### config.mk
export PLATFORM = sky130hd
export DESIGN_NAME = mem_block_copier
export DESIGN_NICKNAME = d
export VERILOG_FILES = /design/src/rtl/mem_map_pkg.sv /design/src/rtl/mem_map_decode.sv /design/src/rtl/mem_block_copier.sv
export SDC_FILE = /design/constraint.sdc
export NUM_CORES = 1
export LEC_CHECK = 0
export ABC_AREA = 1
export CELL_PAD_IN_SITES_DETAIL_PLACEMENT = 0
export CELL_PAD_IN_SITES_GLOBAL_PLACEMENT = 1
export CORE_MARGIN = 10
export CORE_UTILIZATION = 37
export DETAILED_ROUTE_END_ITERATION = 10
export PLACE_DENSITY_LB_ADDON = 0.25
export SLEW_MARGIN = 15
export SYNTH_ARGS = -nofsm -noshare
export SYNTH_HDL_FRONTEND = slang
export SYNTH_SLANG_ARGS = --single-unit
### constraint.sdc
create_clock -name clk -period 2.4 [get_ports clk]
set_clock_uncertainty 0.15 [all_clocks]
set_input_delay 0.48 -clock clk [delete_from_list [all_inputs] [get_ports clk]]
set_output_delay 0.48 -clock clk [all_outputs]
set_load 0.1 [all_outputs]
### src/rtl/mem_map_pkg.sv
// rtl/mem_map_pkg.sv - memory map constants, address classes and copier FSM states
package mem_map_pkg;

  // 64-word chip map: ROM is read-only, the two RAM windows are read/write
  localparam int ROM_LO  = 'h00;
  localparam int ROM_HI  = 'h0F;
  localparam int RAM1_LO = 'h10;
  localparam int RAM1_HI = 'h17;
  localparam int RAM2_LO = 'h28;
  localparam int RAM2_HI = 'h2F;

  // Largest block a single command may move (the whole map)
  localparam int MAX_LEN = 64;

  typedef enum logic [1:0] {
    UNMAPPED = 2'd0,
    ROM      = 2'd1,
    RAM      = 2'd2
  } addr_class_t;

  typedef enum logic [2:0] {
    IDLE  = 3'd0,
    READ  = 3'd1,
    WRITE = 3'd2,
    ADV   = 3'd3,
    DONE  = 3'd4
  } copier_state_t;

endpackage

### src/rtl/mem_map_decode.sv
// rtl/mem_map_decode.sv - combinational address-to-class decoder for the chip map
module mem_map_decode
  import mem_map_pkg::*;
#(
  parameter int ADDR_W = 6
) (
  input  logic [ADDR_W-1:0] addr,
  output addr_class_t       addr_class
);

  // Signed view of the address so the low-bound compares are not trivially true
  int a;
  assign a = int'(addr);

  // Classify the address against the three mapped windows
  always_comb begin
    addr_class = UNMAPPED;
    if (a >= ROM_LO && a <= ROM_HI) begin
      addr_class = ROM;
    end else if ((a >= RAM1_LO && a <= RAM1_HI) || (a >= RAM2_LO && a <= RAM2_HI)) begin
      addr_class = RAM;
    end
  end

endmodule

### src/rtl/mem_block_copier.sv
// rtl/mem_block_copier.sv - word-at-a-time block copy master for the 64-word memory chip
module mem_block_copier
  import mem_map_pkg::*;
#(
  parameter int ADDR_W = 6,
  parameter int DATA_W = 16,
  parameter int LEN_W  = 7
) (
  input  logic              clk,
  input  logic              rst,
  input  logic              start,
  input  logic [ADDR_W-1:0] src_addr,
  input  logic [ADDR_W-1:0] dst_addr,
  input  logic [LEN_W-1:0]  len,
  output logic              busy,
  output logic              done,
  output logic              err,
  output logic [LEN_W-1:0]  count,
  output logic [ADDR_W-1:0] mem_addr,
  output logic [DATA_W-1:0] mem_wdata,
  output logic              mem_rw,
  input  logic [DATA_W-1:0] mem_rdata
);

  copier_state_t     state;
  logic [ADDR_W-1:0] src_q;
  logic [ADDR_W-1:0] dst_q;
  logic [LEN_W-1:0]  remaining;
  addr_class_t       src_class;
  addr_class_t       dst_class;

  // Both addresses of the current word are classified every cycle; only READ acts on it
  mem_map_decode #(.ADDR_W(ADDR_W)) u_src_decode (
    .addr       (src_q),
    .addr_class (src_class)
  );

  mem_map_decode #(.ADDR_W(ADDR_W)) u_dst_decode (
    .addr       (dst_q),
    .addr_class (dst_class)
  );

  // Copy FSM; all bus and status outputs are registered on the state transition.
  // mem_wdata doubles as the one-word buffer between READ and WRITE.
  always_ff @(posedge clk) begin
    if (rst) begin
      state     <= IDLE;
      src_q     <= '0;
      dst_q     <= '0;
      remaining <= '0;
      busy      <= 1'b0;
      done      <= 1'b0;
      err       <= 1'b0;
      count     <= '0;
      mem_addr  <= '0;
      mem_wdata <= '0;
      mem_rw    <= 1'b0;
    end else begin
      case (state)
        IDLE: begin
          done <= 1'b0;
          err  <= 1'b0;
          if (start) begin
            src_q     <= src_addr;
            dst_q     <= dst_addr;
            remaining <= len;
            count     <= '0;
            mem_rw    <= 1'b0;
            if (len == '0 || len > LEN_W'(MAX_LEN)) begin
              state <= DONE;
              busy  <= 1'b0;
              done  <= 1'b1;
              err   <= (len > LEN_W'(MAX_LEN));
            end else begin
              state    <= READ;
              busy     <= 1'b1;
              mem_addr <= src_addr;
            end
          end
        end

        READ: begin
          if (src_class == UNMAPPED || dst_class != RAM) begin
            state <= DONE;
            busy  <= 1'b0;
            done  <= 1'b1;
            err   <= 1'b1;
          end else begin
            state     <= WRITE;
            mem_wdata <= mem_rdata;
            mem_addr  <= dst_q;
            mem_rw    <= 1'b1;
          end
        end

        // Drop RW while the address still points at dst so no neighbour gets written
        WRITE: begin
          state  <= ADV;
          mem_rw <= 1'b0;
        end

        ADV: begin
          count     <= count + 1'b1;
          src_q     <= src_q + 1'b1;
          dst_q     <= dst_q + 1'b1;
          remaining <= remaining - 1'b1;
          if (remaining == LEN_W'(1)) begin
            state <= DONE;
            busy  <= 1'b0;
            done  <= 1'b1;
          end else begin
            state    <= READ;
            mem_addr <= src_q + 1'b1;
          end
        end

        DONE: begin
          state <= IDLE;
          done  <= 1'b0;
          err   <= 1'b0;
        end

        default: begin
          state  <= IDLE;
          busy   <= 1'b0;
          done   <= 1'b0;
          err    <= 1'b0;
          mem_rw <= 1'b0;
        end
      endcase
    end
  end

endmodule

==> results.cfg <==
[detailed_routing]
initialDrtViolationCount = 118
drc = 0
wl_per_cell_um = 13.2
vias = 2835
first_pass_iters = 4
antenna_left = 0
via_per_inst = 4.76
finalWirelength_um = 7860

[clock_network]
htree_levels = 2
post_cts_buffers = 0
cts_buffers = 5
cts-resized-gates = 0
clk_pin_slew_ns = 0.11
cts.path.max_buffers = 2
cts-root-buf = clkbuf_8
cts_tree = yes
ctsHoldBuffers = 0
cts_sinks = 55
clock_latency_ns = 0.32

[final_layout]
final_nets = 539
final_cells = 595
fin_util_pct = 48.4
drive_gt1_share_pct = 15.0
nFillCells = 790
synthToLayoutAreaGrowth_pct = 27.7
diodes = 0

[global_route]
antenna_found_initial = 0
grt_pass1_vias = 2682
grt_overflow = 0
grtUsageTotal_pct = 13.2
grt_max_degree = 37
grt_pass1_wl_um = 12800

[logic_synthesis]
synth_cell_type_count = 39
netlist_instances = 424
yosysWarnings = 0
synth-main-ff-cell = dfxtp_1
synth_seq_area_share_pct = 37.6
synthArstFlopShare_pct = 0
synthesis.nets = 471
ys_ff_latch = 55
synth_edf_count = 0
syn_area_um2 = 2930
avgSynthCellArea_um2 = 6.91

[floorplan]
die_h_um = 109
die_area_um2 = 11900
core_region_area_um2 = 7730
placement_rows = 32
die-width_um = 109
boundaryPins = 71
start_util_pct = 37.9

[placement]
place.gp.congestion = 0.818
port_buffers = 70
dp.cells = 587
hpwl_um = 5830

[outcome]
status = complete, no violations

[power]
p_leak_nw = 1.61
seqPwrFrac_pct = 45.1
vdd_drop_max_v = 0.000247
p_clk_share_pct = 28.1
powerDensity_nw_per_um2 = 605
p_sw_mw = 0.787
netSwitchingFraction_pct = 34.8
p_int_mw = 1.48
comb_power_share_pct = 26.8

[critical_path]
startpoint_type = flip-flop
path_class = reg2reg
r2r_setup_slack_ns = 0.41
worstPathRequired_ns = 2.47
worst-path-max-fanout = 36
cp-end-kind = flip-flop
arrival_ns = 2.06

[sta]
max_freq_ghz = 0.502
min_period_ns = 1.99
final_max_slew_viol_count = 0
setup_viol = 0
finalCritPeriodShare_pct = 83.0
rsz0062_at_grt = no
tightest_slew_ns = 0.380
setup_tns_ns = 0
finalHoldViolCount = 0
slew_headroom_pct = 74.6

[hold_path]
hp-class = reg2reg

[run]
maxCapViolCount = 0
layout make-up:
class,instances,area [um2],area share (%)
clock inverters,3,43.8,1.17
multi-input cells,284,1470,39.3
clock buffers,5,68.8,1.84
flip-flops and latches,55,1100,29.4
well taps,102,128,3.41
inverters,69,262,6.99
repair buffers,77,671,17.9
state kept, by name, summed over array words and instances (netlist names):
signal     count
mem_wdata     16
src_q          6
done           1
count          7
state          3
mem_rw         1
remaining      7
busy           1
dst_q          6
mem_addr       6
err            1
cells by family (layout without fill, tap and decap cells):
group	count (synthesis)	in the layout	synth area share [%]
xor gates and xnor gates	1	1	0.299
DFF	55	55	37.6
AOI/OAI and AO/OA	94	94	18.3
adders and majority gates	9	9	3.84
buffers and inverters	85	154	12.3
and+or+nand+nor	180	180	27.7
critical path, cell delays in order, from the launching register on:
cell and delay, ns:
dfxtp_1 0.44, ha_1 0.19, nand2_1 0.07, nand2_1 0.06
nor2_1 0.05, nor2_2 0.17, nand3_4 0.33, nand2_1 0.23
o21bai_1 0.08, nand2_1 0.06, nor2_1 0.04
cell usage after synthesis, types with 2 or more instances:
library cell / count / share of area, %
nor4_1: 2 / 0.43
ha_1: 9 / 3.8
nand3_1: 24 / 4.1
nand2_1: 92 / 12
inv_1: 62 / 7.9
nand2_2: 4 / 0.85
o22ai_1: 2 / 0.43
inv_2: 6 / 0.77
a31oi_1: 11 / 2.3
buf_6: 3 / 1.2
o21ai_2: 2 / 0.60
nor2_2: 5 / 1.1
buf_4: 2 / 0.51
o211ai_1: 3 / 0.77
or2_2: 3 / 0.64
nor2_1: 39 / 5.0
o21ai_0: 31 / 5.3
clkbuf_1: 4 / 0.51
nand4_1: 4 / 0.85
a221oi_1: 3 / 0.90
buf_2: 7 / 1.2
nor3_1: 2 / 0.34
a211oi_1: 2 / 0.51
dfxtp_1: 55 / 38
a21oi_1: 33 / 5.6
per-stage QoR:
| step | worst slack (ns) | cell area [um2] | hold slack [ns] | power, mW |
|---|---|---|---|---|
| finish | 0.409 | 3740 | 0.299 | 2.26 |
| global route | 0.204 | 3740 | 0.318 | 2.38 |
| CTS | 0.398 | 3740 | 0.303 | 2.29 |
| detailed placement | 0.299 | 3630 | 0.286 | 1.65 |
| global placement | 0.315 | 3630 | 0.283 | 1.64 |
| floorplan | 0.255 | 2930 | 0.319 | 1.47 |
worst paths after layout:
| kind | endpoint | depth (start not counted) | from |
|---|---|---|---|
| setup reg to reg | busy | 10 | src_q[0] |
| hold reg to reg | mem_wdata[4] | 2 | mem_wdata[4] |
| setup / recovery | busy | 10 | src_q[0] |
| hold / removal | mem_wdata[4] | 2 | mem_wdata[4] |
cell usage in the layout, fill, tap and decap left out, types with 2 or more instances in the layout:
cell	instances
o21ai_0	31
nand2_1	92
nand3_1	24
buf_4	40
nor2_2	5
nand2_2	4
nor4_1	2
clkbuf_8	5
a211oi_1	2
clkdlybuf4s50_1	37
o211ai_1	3
inv_2	6
ha_1	9
nor3_1	2
inv_1	62
o22ai_1	2
o21ai_2	2
nand4_1	4
dfxtp_1	55
nor2_1	39
a21oi_1	33
or2_2	3
a221oi_1	3
a31oi_1	11
per-layer routing:
layer	up-vias	track usage [%]	wire, um
li1	1498	-	-
met1	1264	16.5	3600
met2	67	21.4	3680
met3	6	4.19	488
met4	0	3.77	81
met5	-	0	0
power groups by stage:
stage                     registers [mW]  logic, mW  clock network, mW
final                               1.02      0.607              0.637
after global routing                1.03      0.667              0.683
after CTS                           1.02      0.614              0.655
after detailed placement            1.04      0.611                  0
after global placement              1.04      0.606                  0
after floorplan                     1.21      0.258                  0
(Power assumes the default switching activity.)
